**src/rtl/mem_split_ctrl_if.sv**
```systemverilog
// Memory-stage to data-memory bus for mem_split_ctrl: pipeline request,
// control, memory handshake and status signals.
interface mem_split_if #(
  parameter int COUNT_W = 16
);
  logic               halt;
  logic               flush;
  logic               req_valid;
  logic [4:0]         opcode;
  logic               is_load;
  logic               is_store;
  logic [31:0]        addr;
  logic [31:0]        store_data;
  logic               mem_gnt;
  logic               mem_req;
  logic [31:0]        mem_addr;
  logic [3:0]         mem_we;
  logic [31:0]        mem_wdata;
  logic               stall;
  logic               is_misaligned_out;
  logic [COUNT_W-1:0] split_count;

  modport master (
    output halt, flush, req_valid, opcode, is_load, is_store, addr, store_data, mem_gnt,
    input  mem_req, mem_addr, mem_we, mem_wdata, stall, is_misaligned_out, split_count
  );

  modport slave (
    input  halt, flush, req_valid, opcode, is_load, is_store, addr, store_data, mem_gnt,
    output mem_req, mem_addr, mem_we, mem_wdata, stall, is_misaligned_out, split_count
  );
endinterface

```
**src/rtl/mem_split_ctrl.sv**
```systemverilog
// Memory-stage access sequencer: decodes size, builds byte lanes and splits
// word-crossing accesses into two back-to-back word accesses.
module mem_split_ctrl #(
  parameter int COUNT_W = 16
) (
  input  logic        clk,
  input  logic        rst_n,
  mem_split_if.slave  bus
);

  typedef enum logic {IDLE, SECOND} state_t;

  state_t               state_q, state_d;
  logic [31:0]          sec_addr_q, sec_addr_d;
  logic [31:0]          sec_wdata_q, sec_wdata_d;
  logic [3:0]           sec_we_q, sec_we_d;
  logic                 sec_load_q, sec_load_d;
  logic                 mis_q, mis_d;
  logic [COUNT_W-1:0]   cnt_q, cnt_d;

  logic        is_word, is_half, is_byte, active, split;
  logic [1:0]  off;
  logic [4:0]  sh;
  logic [31:0] base;
  logic [3:0]  we1, we2;
  logic [31:0] wd1, wd2;

  logic        req;
  logic [31:0] maddr, mwdata;
  logic [3:0]  mwe;
  logic        stl;

  always_comb begin
    off     = bus.addr[1:0];
    sh      = {off, 3'b000};
    base    = {bus.addr[31:2], 2'b00};
    is_word = (bus.opcode >= 5'd3) && (bus.opcode <= 5'd5);
    is_half = (bus.opcode >= 5'd6) && (bus.opcode <= 5'd8);
    is_byte = (bus.opcode >= 5'd9) && (bus.opcode <= 5'd11);
    active  = bus.req_valid && (bus.is_load || bus.is_store) && (is_word || is_half || is_byte);
    split   = (is_word && (off != 2'd0)) || (is_half && (off == 2'd3));

    we1 = 4'b0000;
    we2 = 4'b0000;
    wd1 = 32'd0;
    wd2 = 32'd0;
    if (bus.is_store) begin
      if (is_word)      we1 = 4'b1111 << off;
      else if (is_half) we1 = 4'b0011 << off;
      else              we1 = 4'b0001 << off;
      // Only a word or an offset-3 half reaches the second word.
      we2 = is_word ? (4'b1111 >> (3'd4 - {1'b0, off})) : 4'b0001;
      wd1 = bus.store_data << sh;
      wd2 = bus.store_data >> (6'd32 - {1'b0, sh});
    end
  end

  always_ff @(posedge clk or negedge rst_n) begin
    if (!rst_n) begin
      state_q     <= IDLE;
      sec_addr_q  <= '0;
      sec_wdata_q <= '0;
      sec_we_q    <= '0;
      sec_load_q  <= 1'b0;
      mis_q       <= 1'b0;
      cnt_q       <= '0;
    end else begin
      state_q     <= state_d;
      sec_addr_q  <= sec_addr_d;
      sec_wdata_q <= sec_wdata_d;
      sec_we_q    <= sec_we_d;
      sec_load_q  <= sec_load_d;
      mis_q       <= mis_d;
      cnt_q       <= cnt_d;
    end
  end

  always_comb begin
    state_d     = state_q;
    sec_addr_d  = sec_addr_q;
    sec_wdata_d = sec_wdata_q;
    sec_we_d    = sec_we_q;
    sec_load_d  = sec_load_q;
    mis_d       = 1'b0;
    cnt_d       = cnt_q;
    req         = 1'b0;
    maddr       = 32'd0;
    mwe         = 4'b0000;
    mwdata      = 32'd0;
    stl         = 1'b0;

    if (bus.halt) begin
      // Frozen: keep presenting the pending access fields but never request.
      mis_d = mis_q;
      if (state_q == SECOND) begin
        maddr  = sec_addr_q;
        mwe    = sec_we_q;
        mwdata = sec_wdata_q;
        stl    = 1'b1;
      end else if (active && !bus.flush) begin
        maddr  = base;
        mwe    = we1;
        mwdata = wd1;
        stl    = 1'b1;
      end
    end else begin
      case (state_q)
        IDLE: begin
          if (active && !bus.flush) begin
            req    = 1'b1;
            maddr  = base;
            mwe    = we1;
            mwdata = wd1;
            stl    = !bus.mem_gnt || split;
            if (bus.mem_gnt && split) begin
              state_d     = SECOND;
              sec_addr_d  = base + 32'd4;
              sec_we_d    = we2;
              sec_wdata_d = wd2;
              sec_load_d  = bus.is_load;
            end
          end
        end
        SECOND: begin
          if (bus.flush) begin
            state_d = IDLE;
          end else begin
            req    = 1'b1;
            maddr  = sec_addr_q;
            mwe    = sec_we_q;
            mwdata = sec_wdata_q;
            stl    = !bus.mem_gnt;
            if (bus.mem_gnt) begin
              state_d = IDLE;
              mis_d   = sec_load_q;
              if (cnt_q != {COUNT_W{1'b1}}) cnt_d = cnt_q + COUNT_W'(1);
            end
          end
        end
        default: state_d = IDLE;
      endcase
    end
  end

  assign bus.mem_req           = req;
  assign bus.mem_addr          = maddr;
  assign bus.mem_we            = mwe;
  assign bus.mem_wdata         = mwdata;
  assign bus.stall             = stl;
  assign bus.is_misaligned_out = mis_q;
  assign bus.split_count       = cnt_q;

endmodule
```
**src/flat_wrapper.sv**
```systemverilog
// flat-port wrapper written by rule: the top's interface ports become plain ports
module mem_split_ctrl_flat 
#(
  parameter int COUNT_W = 16
)
  (clk, rst_n, bus_halt, bus_flush, bus_req_valid, bus_opcode, bus_is_load, bus_is_store, bus_addr, bus_store_data, bus_mem_gnt, bus_mem_req, bus_mem_addr, bus_mem_we, bus_mem_wdata, bus_stall, bus_is_misaligned_out, bus_split_count);
  mem_split_if #(.COUNT_W(COUNT_W)) bus_i ();
  input  logic clk;
  input  logic rst_n;
  input wire logic [$bits(bus_i.halt)-1:0] bus_halt;
  input wire logic [$bits(bus_i.flush)-1:0] bus_flush;
  input wire logic [$bits(bus_i.req_valid)-1:0] bus_req_valid;
  input wire logic [$bits(bus_i.opcode)-1:0] bus_opcode;
  input wire logic [$bits(bus_i.is_load)-1:0] bus_is_load;
  input wire logic [$bits(bus_i.is_store)-1:0] bus_is_store;
  input wire logic [$bits(bus_i.addr)-1:0] bus_addr;
  input wire logic [$bits(bus_i.store_data)-1:0] bus_store_data;
  input wire logic [$bits(bus_i.mem_gnt)-1:0] bus_mem_gnt;
  output wire logic [$bits(bus_i.mem_req)-1:0] bus_mem_req;
  output wire logic [$bits(bus_i.mem_addr)-1:0] bus_mem_addr;
  output wire logic [$bits(bus_i.mem_we)-1:0] bus_mem_we;
  output wire logic [$bits(bus_i.mem_wdata)-1:0] bus_mem_wdata;
  output wire logic [$bits(bus_i.stall)-1:0] bus_stall;
  output wire logic [$bits(bus_i.is_misaligned_out)-1:0] bus_is_misaligned_out;
  output wire logic [$bits(bus_i.split_count)-1:0] bus_split_count;
  assign bus_i.halt = bus_halt;
  assign bus_i.flush = bus_flush;
  assign bus_i.req_valid = bus_req_valid;
  assign bus_i.opcode = bus_opcode;
  assign bus_i.is_load = bus_is_load;
  assign bus_i.is_store = bus_is_store;
  assign bus_i.addr = bus_addr;
  assign bus_i.store_data = bus_store_data;
  assign bus_i.mem_gnt = bus_mem_gnt;
  assign bus_mem_req = bus_i.mem_req;
  assign bus_mem_addr = bus_i.mem_addr;
  assign bus_mem_we = bus_i.mem_we;
  assign bus_mem_wdata = bus_i.mem_wdata;
  assign bus_stall = bus_i.stall;
  assign bus_is_misaligned_out = bus_i.is_misaligned_out;
  assign bus_split_count = bus_i.split_count;
  mem_split_ctrl #(.COUNT_W(COUNT_W)) u_core (.clk(clk), .rst_n(rst_n), .bus(bus_i));
endmodule
```
**config.mk**
```make
export PLATFORM = sky130hd
export DESIGN_NAME = mem_split_ctrl_flat
export DESIGN_NICKNAME = d
export VERILOG_FILES = /design/src/rtl/mem_split_ctrl_if.sv /design/src/rtl/mem_split_ctrl.sv /design/src/flat_wrapper.sv
export SDC_FILE = /design/constraint.sdc
export NUM_CORES = 1
export LEC_CHECK = 0
export ABC_AREA = 1
export CAP_MARGIN = 15
export CORE_ASPECT_RATIO = 0.8
export CORE_MARGIN = 2
export CORE_UTILIZATION = 46
export DETAILED_ROUTE_END_ITERATION = 12
export GPL_TIMING_DRIVEN = 0
export HOLD_SLACK_MARGIN = 0.1
export PLACE_DENSITY = 0.79
export SETUP_SLACK_MARGIN = 0.02
export SYNTH_ARGS = -nofsm -noshare
export SYNTH_HDL_FRONTEND = slang
export SYNTH_SLANG_ARGS = --single-unit
export TNS_END_PERCENT = 5
```
**constraint.sdc**
```tcl
create_clock -name clk -period 2 [get_ports clk]
set_clock_uncertainty 0.15 [all_clocks]
set_input_delay 0.4 -clock clk [delete_from_list [all_inputs] [get_ports clk]]
set_output_delay 0.4 -clock clk [all_outputs]
set_load 0.01 [all_outputs]
```
Yosys cells after proc, flatten, opt, wreduce, memory -nomap -nowiden
Cells that the tools add are included.

Multiplexer cells: 39. Bitwise gates (word level): 3. Shift operators: 6. Reduce and logical (&&, ||, !) cells: 19. Magnitude comparators: 6. Add/subtract/negate cells: 4. Equality and inequality tests: 2.

Operators with widths (count): $mux W32 (10); $pmux W32 S2 (2); $mux W4 (9); $add A32 B3 Y32 const B (1); $shl A32 B5 Y32 (1); $shr A32 B6 Y32 (1); $add A16 B1 Y16 const B (1); $ne A16 B16 Y1 const B (1); $mux W1 (14); $le A5 B4 Y1 const B (2); $logic_and A1 B1 Y1 (9); $pmux W4 S2 (1); $pmux W1 S2 (3); $sub A6 B5 Y6 const A (1); $ge A5 B2 Y1 const B (1); $ge A5 B3 Y1 const B (1); $ge A5 B4 Y1 const B (1); $le A5 B3 Y1 const B (1); $logic_or A1 B1 Y1 (5); $reduce_and A5 Y1 (1); $reduce_and A4 Y1 (1); $shl A1 B2 Y4 const A (1); $shl A2 B2 Y4 const A (1); $shl A4 B2 Y4 const A (1); 6 further kinds (9).

Output and inout bits: 87. Bits in registers: 87. Logic and storage cells: 86. Bits of input ports: 77.

Depth between registers and ports, before layout
Gate-level depths: netlist of the first run.

Word-level depth: 9. Mapped depth: 12. Depth with buffers taken out: 9.

Least setup slack after synthesis of the first run
No wires, ideal clock.

Path type: input-to-reg. Start: in bus_addr[0]. End: reg u_core.sec_wdata_q[2]. Path slack: -0.193 ns. Stages: 11. Setup time: 0.123 ns. Data required time: 1.727 ns. Data arrival time: 1.920 ns. Path through: clkinv_1 -> clkbuf_1 -> ha_1 -> inv_1 -> nand3_1 -> nand2_1 -> nand3_4 -> buf_2 -> clkbuf_1 -> o21ai_0 -> nand2_1.

Word-level cells in the longest chain between the ends: 5. Elaborated cells between the ends (all ways): 10. Classes of those cells: 1 x add/sub; 1 x eq/ne; 1 x shift; 1 x mux; 6 x reduce/logical.

RTL lines: start: declaration (RTL line flat_wrapper.sv:16) `input wire logic [$bits(bus_i.addr)-1:0] bus_addr;`; branches (longest 5 deep; another with $sub A6 B5 Y6); end signal: assignment (RTL line mem_split_ctrl.sv:70) `sec_wdata_q <= sec_wdata_d;`; end: declaration (RTL line mem_split_ctrl.sv:15) `logic [31:0] sec_wdata_q, sec_wdata_d;`.

Parallel ways; which one is timed is not known. A chain may end at the register's enable or synchronous reset.

Final worst setup path of the first run
Start: reg u_core.state_q. End: out bus_mem_wdata[23].

Word-level cells in the longest chain between the ends: 3. Elaborated cells between the ends (all ways): 4. Classes of those cells: 3 x mux; 1 x bitwise.

RTL lines: start: declaration (RTL line mem_split_ctrl.sv:13) `state_t state_q, state_d;`; start signal: assignment (RTL line mem_split_ctrl.sv:68) `state_q <= state_d;`; $not A1 Y1 (RTL line mem_split_ctrl.sv:107) `case (state_q)`; $pmux W32 S2 (RTL line mem_split_ctrl.sv:107); $mux W32 (*) (RTL line mem_split_ctrl.sv:92) `if (bus.halt) begin`; end: declaration (RTL line flat_wrapper.sv:22) `output wire logic [$bits(bus_i.mem_wdata)-1:0] bus_mem_wdata;`.

Mark *: on every way between the ends. The rest lies on a longest branch, timed or not.

==> results of run 1 <==
[what timing repair did]
action,4_1_cts,5_1_grt
pin swaps,37,13
gates cloned,2,0
endpoints found under the setup margin,136,146
hold endpoints to repair,19,0
resized for setup,451,95
setup buffers,27,3
hold buffers,1,0
[cell type report]
cell class              instances  area (µm²)  area share, %
well taps                     180       225.2          2.356
repair buffers                195        1703          17.81
flip-flops and latches         85        2128          22.26
multi-input cells             828        4332          45.31
clock inverters                 4       55.05         0.5759
clock buffers                  12       256.5          2.683
plain buffers                  58       558.0          5.838
inverters                      75       301.5          3.154
[Yosys cell counts, drive strengths merged]
cell | number | area [µm²]
nand3 | 27 | 165.2
o21a | 1 | 7.510
inv | 74 | 277.8
buf | 22 | 145.1
nor3 | 22 | 110.1
xnor2 | 9 | 78.83
nor2 | 89 | 344.1
nand4 | 5 | 31.28
ha | 6 | 75.07
a21oi | 35 | 175.2
dfrtp | 85 | 2127
o21ai | 141 | 705.7
o32ai | 8 | 70.07
nor3b | 1 | 7.510
or2 | 1 | 6.260
nand3b | 9 | 67.56
xor2 | 19 | 166.4
conb | 1 | 3.750
clkbuf | 36 | 137.6
clkinv | 1 | 3.750
nand2 | 427 | 1605
and2 | 9 | 56.30
o22ai | 17 | 106.4
[flip-flops by register name, indices dropped and copies added (netlist names)]
register                      count
u_core.bus.split_count           16
u_core.state_q                    1
u_core.bus.is_misaligned_out      1
u_core.sec_addr_q                30
u_core.sec_load_q                 1
u_core.sec_we_q                   4
u_core.sec_wdata_q               32
[routing by layer]
metal,up-vias,track usage (%),routed length (µm),part of all wire [%]
li1,3776,-,-,-
met1,3733,50.01,11350,45
met2,406,49.57,11030,44
met3,45,7.042,2463,9.8
met4,0,8.036,403,1.6
met5,-,0,0,0
[kinds of logic (layout without fill, tap and decap cells)]
| logic type | count (synthesis) | in the layout | synth area share, % |
|---|---|---|---|
| flops | 85 | 85 | 32.86 |
| xor+xnor | 28 | 28 | 3.788 |
| buf+inv | 133 | 344 | 8.716 |
| simple gates | 590 | 590 | 36.97 |
| other cells | 1 | 2 | 0.05793 |
| compound gates | 202 | 202 | 16.45 |
| fa+ha+maj | 6 | 6 | 1.160 |
[tightest hold or removal path: stages]
cell and delay (ns):
clkdlybuf4s15_1 0.21, nand2_1 0.07, nand2_1 0.07
[how the worst min path moves through the flow]
stage	start	to	slack (ns)
2_1_floorplan	rst_n	u_core.bus.is_misaligned_out	-0.05
3_3_place_gp	u_core.sec_wdata_q[0]	u_core.sec_wdata_q[0]	0.31
3_5_place_dp	rst_n	u_core.sec_wdata_q[15]	0.16
4_1_cts	bus_is_load	u_core.sec_load_q	0.26
5_1_grt	bus_is_load	u_core.sec_load_q	0.29
6_report	bus_is_load	u_core.sec_load_q	0.29
[metrics by stage]
stage	setup TNS [ns]	cells	setup slack, ns	power (mW)	utilization (%)
6_report	-19.35	1437	-0.3878	4.593	70.05
5_1_grt	-26.68	1437	-0.4366	4.769	70.05
4_1_cts	-19.10	1434	-0.3514	4.533	68.93
3_5_place_dp	-151.52	1388	-1.484	2.651	61.99
3_3_place_gp	-389.77	1387	-2.829	2.638	61.81
2_1_floorplan	-0.07286	1046	-0.003283	2.232	-
[report_power, final]
| part | switching [mW] | leakage [nW] | internal [mW] |
|---|---|---|---|
| registers | 0.0305 | 1.15 | 1.77 |
| clock network | 0.735 | 0.149 | 1.04 |
| logic | 0.592 | 3.47 | 0.420 |
| total | 1.36 | 4.77 | 3.24 |
==> metrics.md, run 1 <==
| Metric | Value |
|---|---|
| DRC Markers | `0` |
| Number of H-tree levels | `3` |
| Input/output buffers | `161` |
| R2R Setup Slk | `roughly 0.17 ns` |
| Final instance area | `9559 µm²` |
| Synth warn | `0` |
| TritonCTS Sinks | `85` |
| Worst-margin pin slew | `around 0.74 ns` |
| Drt wl/cell | `17.57 µm` |
| Final setup margin | `-0.3878 ns` |
| CP startpoint kind | `flip-flop` |
| I/O pins | `164` |
| GPL Wtd Cong | `0.9522` |
| Cell count of the worst reg-to-reg path | `8` |
| Final count of hold timing violations | `0` |
| Synthesis-to-finish area growth | `47.66%` |
| Top delay family on crit path | `buffers and inverters` |
| Antenna violations before repair | `0` |
| Largest net degree at the start of global routing | `67` |
| Post-DP HPWL | `around 18,000 µm` |
| Syn Std Cell Area | `6474 µm²` |
| Period minus WS final | `2.388 ns` |
| Antenna Nets Post-Route | `0` |
| Worst Hold Depth | `3` |
| Die area | `roughly 15,000 µm²` |
| CTS tree | `built` |
| Vias in the first global route | `7,268` |
| Worst setup path endpoint | `bus_mem_wdata[23]` |
| Die Span X | `between 100 and 150 µm` |
| Vias per inst | `about 5.5` |
| RSZ-0062 raised after global routing | `yes` |
| Crit-path max FO | `6` |
| Core area | `between 10,000 and 15,000 µm²` |
| Status | `complete, but fails checks` |
| Starting Density | `47.44%` |
| Max IR drop VDD | `0.5340 mV` |
| CP Class | `reg2out` |
| FILL cells | `around 1,200` |
| Drt total wl | `25,250 µm` |
| Levels on crit path | `9` |
| Share of cells above drive strength 1 | `24.03%` |
| Leakage | `4.773 nW` |
| Die height | `110.1 µm` |
| Max Cap Viol | `0` |
| GRT Overall Usage | `between 30% and 40%` |
| Final setup fails | `85` |
| Root Buffer | `clkbuf_16` |
| Hold Crit Class | `in2reg` |
| Most common cell on crit path | `buf_6` |
| RR Startpoint | `u_core.state_q` |
| Slowest cell on the critical path | `dfrtp_1` |
| Mapped Cells | `roughly 1,000` |
| CTS Buf Count | `9` |
| CP startpoint | `u_core.state_q` |
| Worst-path clk slew | `0.07 ns` |
| Mapped Avg Cell Area | `6.195 µm²` |
| Final Cycle Share | `119.4%` |
| Commonest non-fill, non-tap cells in the layout | `405 x nand2_1, 84 x dfrtp_1, 77 x clkdlybuf4s50_1` |
| CP Cell Sequence | `buf_6, nor2_4, buf_6, nand2_8, clkbuf_16, o32ai_2, nand2_1, nand2_2, buf_6` |
| Register area share after synthesis | `roughly a third` |
| Nets | `1,335` |
| Number of diodes | `0` |
| Skew-Pair Late Insertion Delay | `0.35 ns` |
| Area after DPL | `8459 µm²` |
| DRT iter0 DRCs | `761` |
| FF-to-FF End | `u_core.sec_wdata_q[10]` |
| Hold Slack | `0.2921 ns` |
| Detailed-route via count | `7,960` |
| GRT Residual Overflow | `0` |
| Commonest non-fill, non-tap cell in the layout | `nand2_1` |
| F_max | `418.8 MHz` |
| Failing checks | `setup timing` |
| Worst path bufs/invs | `4` |
| CP Capture Type | `primary output` |
| Final slew viol count | `0` |
| First-pass GRT wire length | `38,830 µm` |
| Post-synthesis cell type count | `34` |
| Register bit total from synthesis | `85` |
| CTS max path bufs | `2` |
| # rows | `38` |
| Highest cell delay on the worst timing path | `0.37 ns` |
| Worst slew margin | `between 50% and 60%` |
| TritonRoute pass-1 iters | `6` |
| CP required | `1.45 ns` |
| PD cells | `~480 nW/µm²` |
| CP Data Arrival Time | `~1.8 ns` |
(Power assumes the default switching activity.)
==> inputs of run 2 (changes only) <==
CTS_CLUSTER_SIZE = 20   (was unset)
==> results of run 2 <==
Final layout, timing and power as in run 1 (identical DEF).
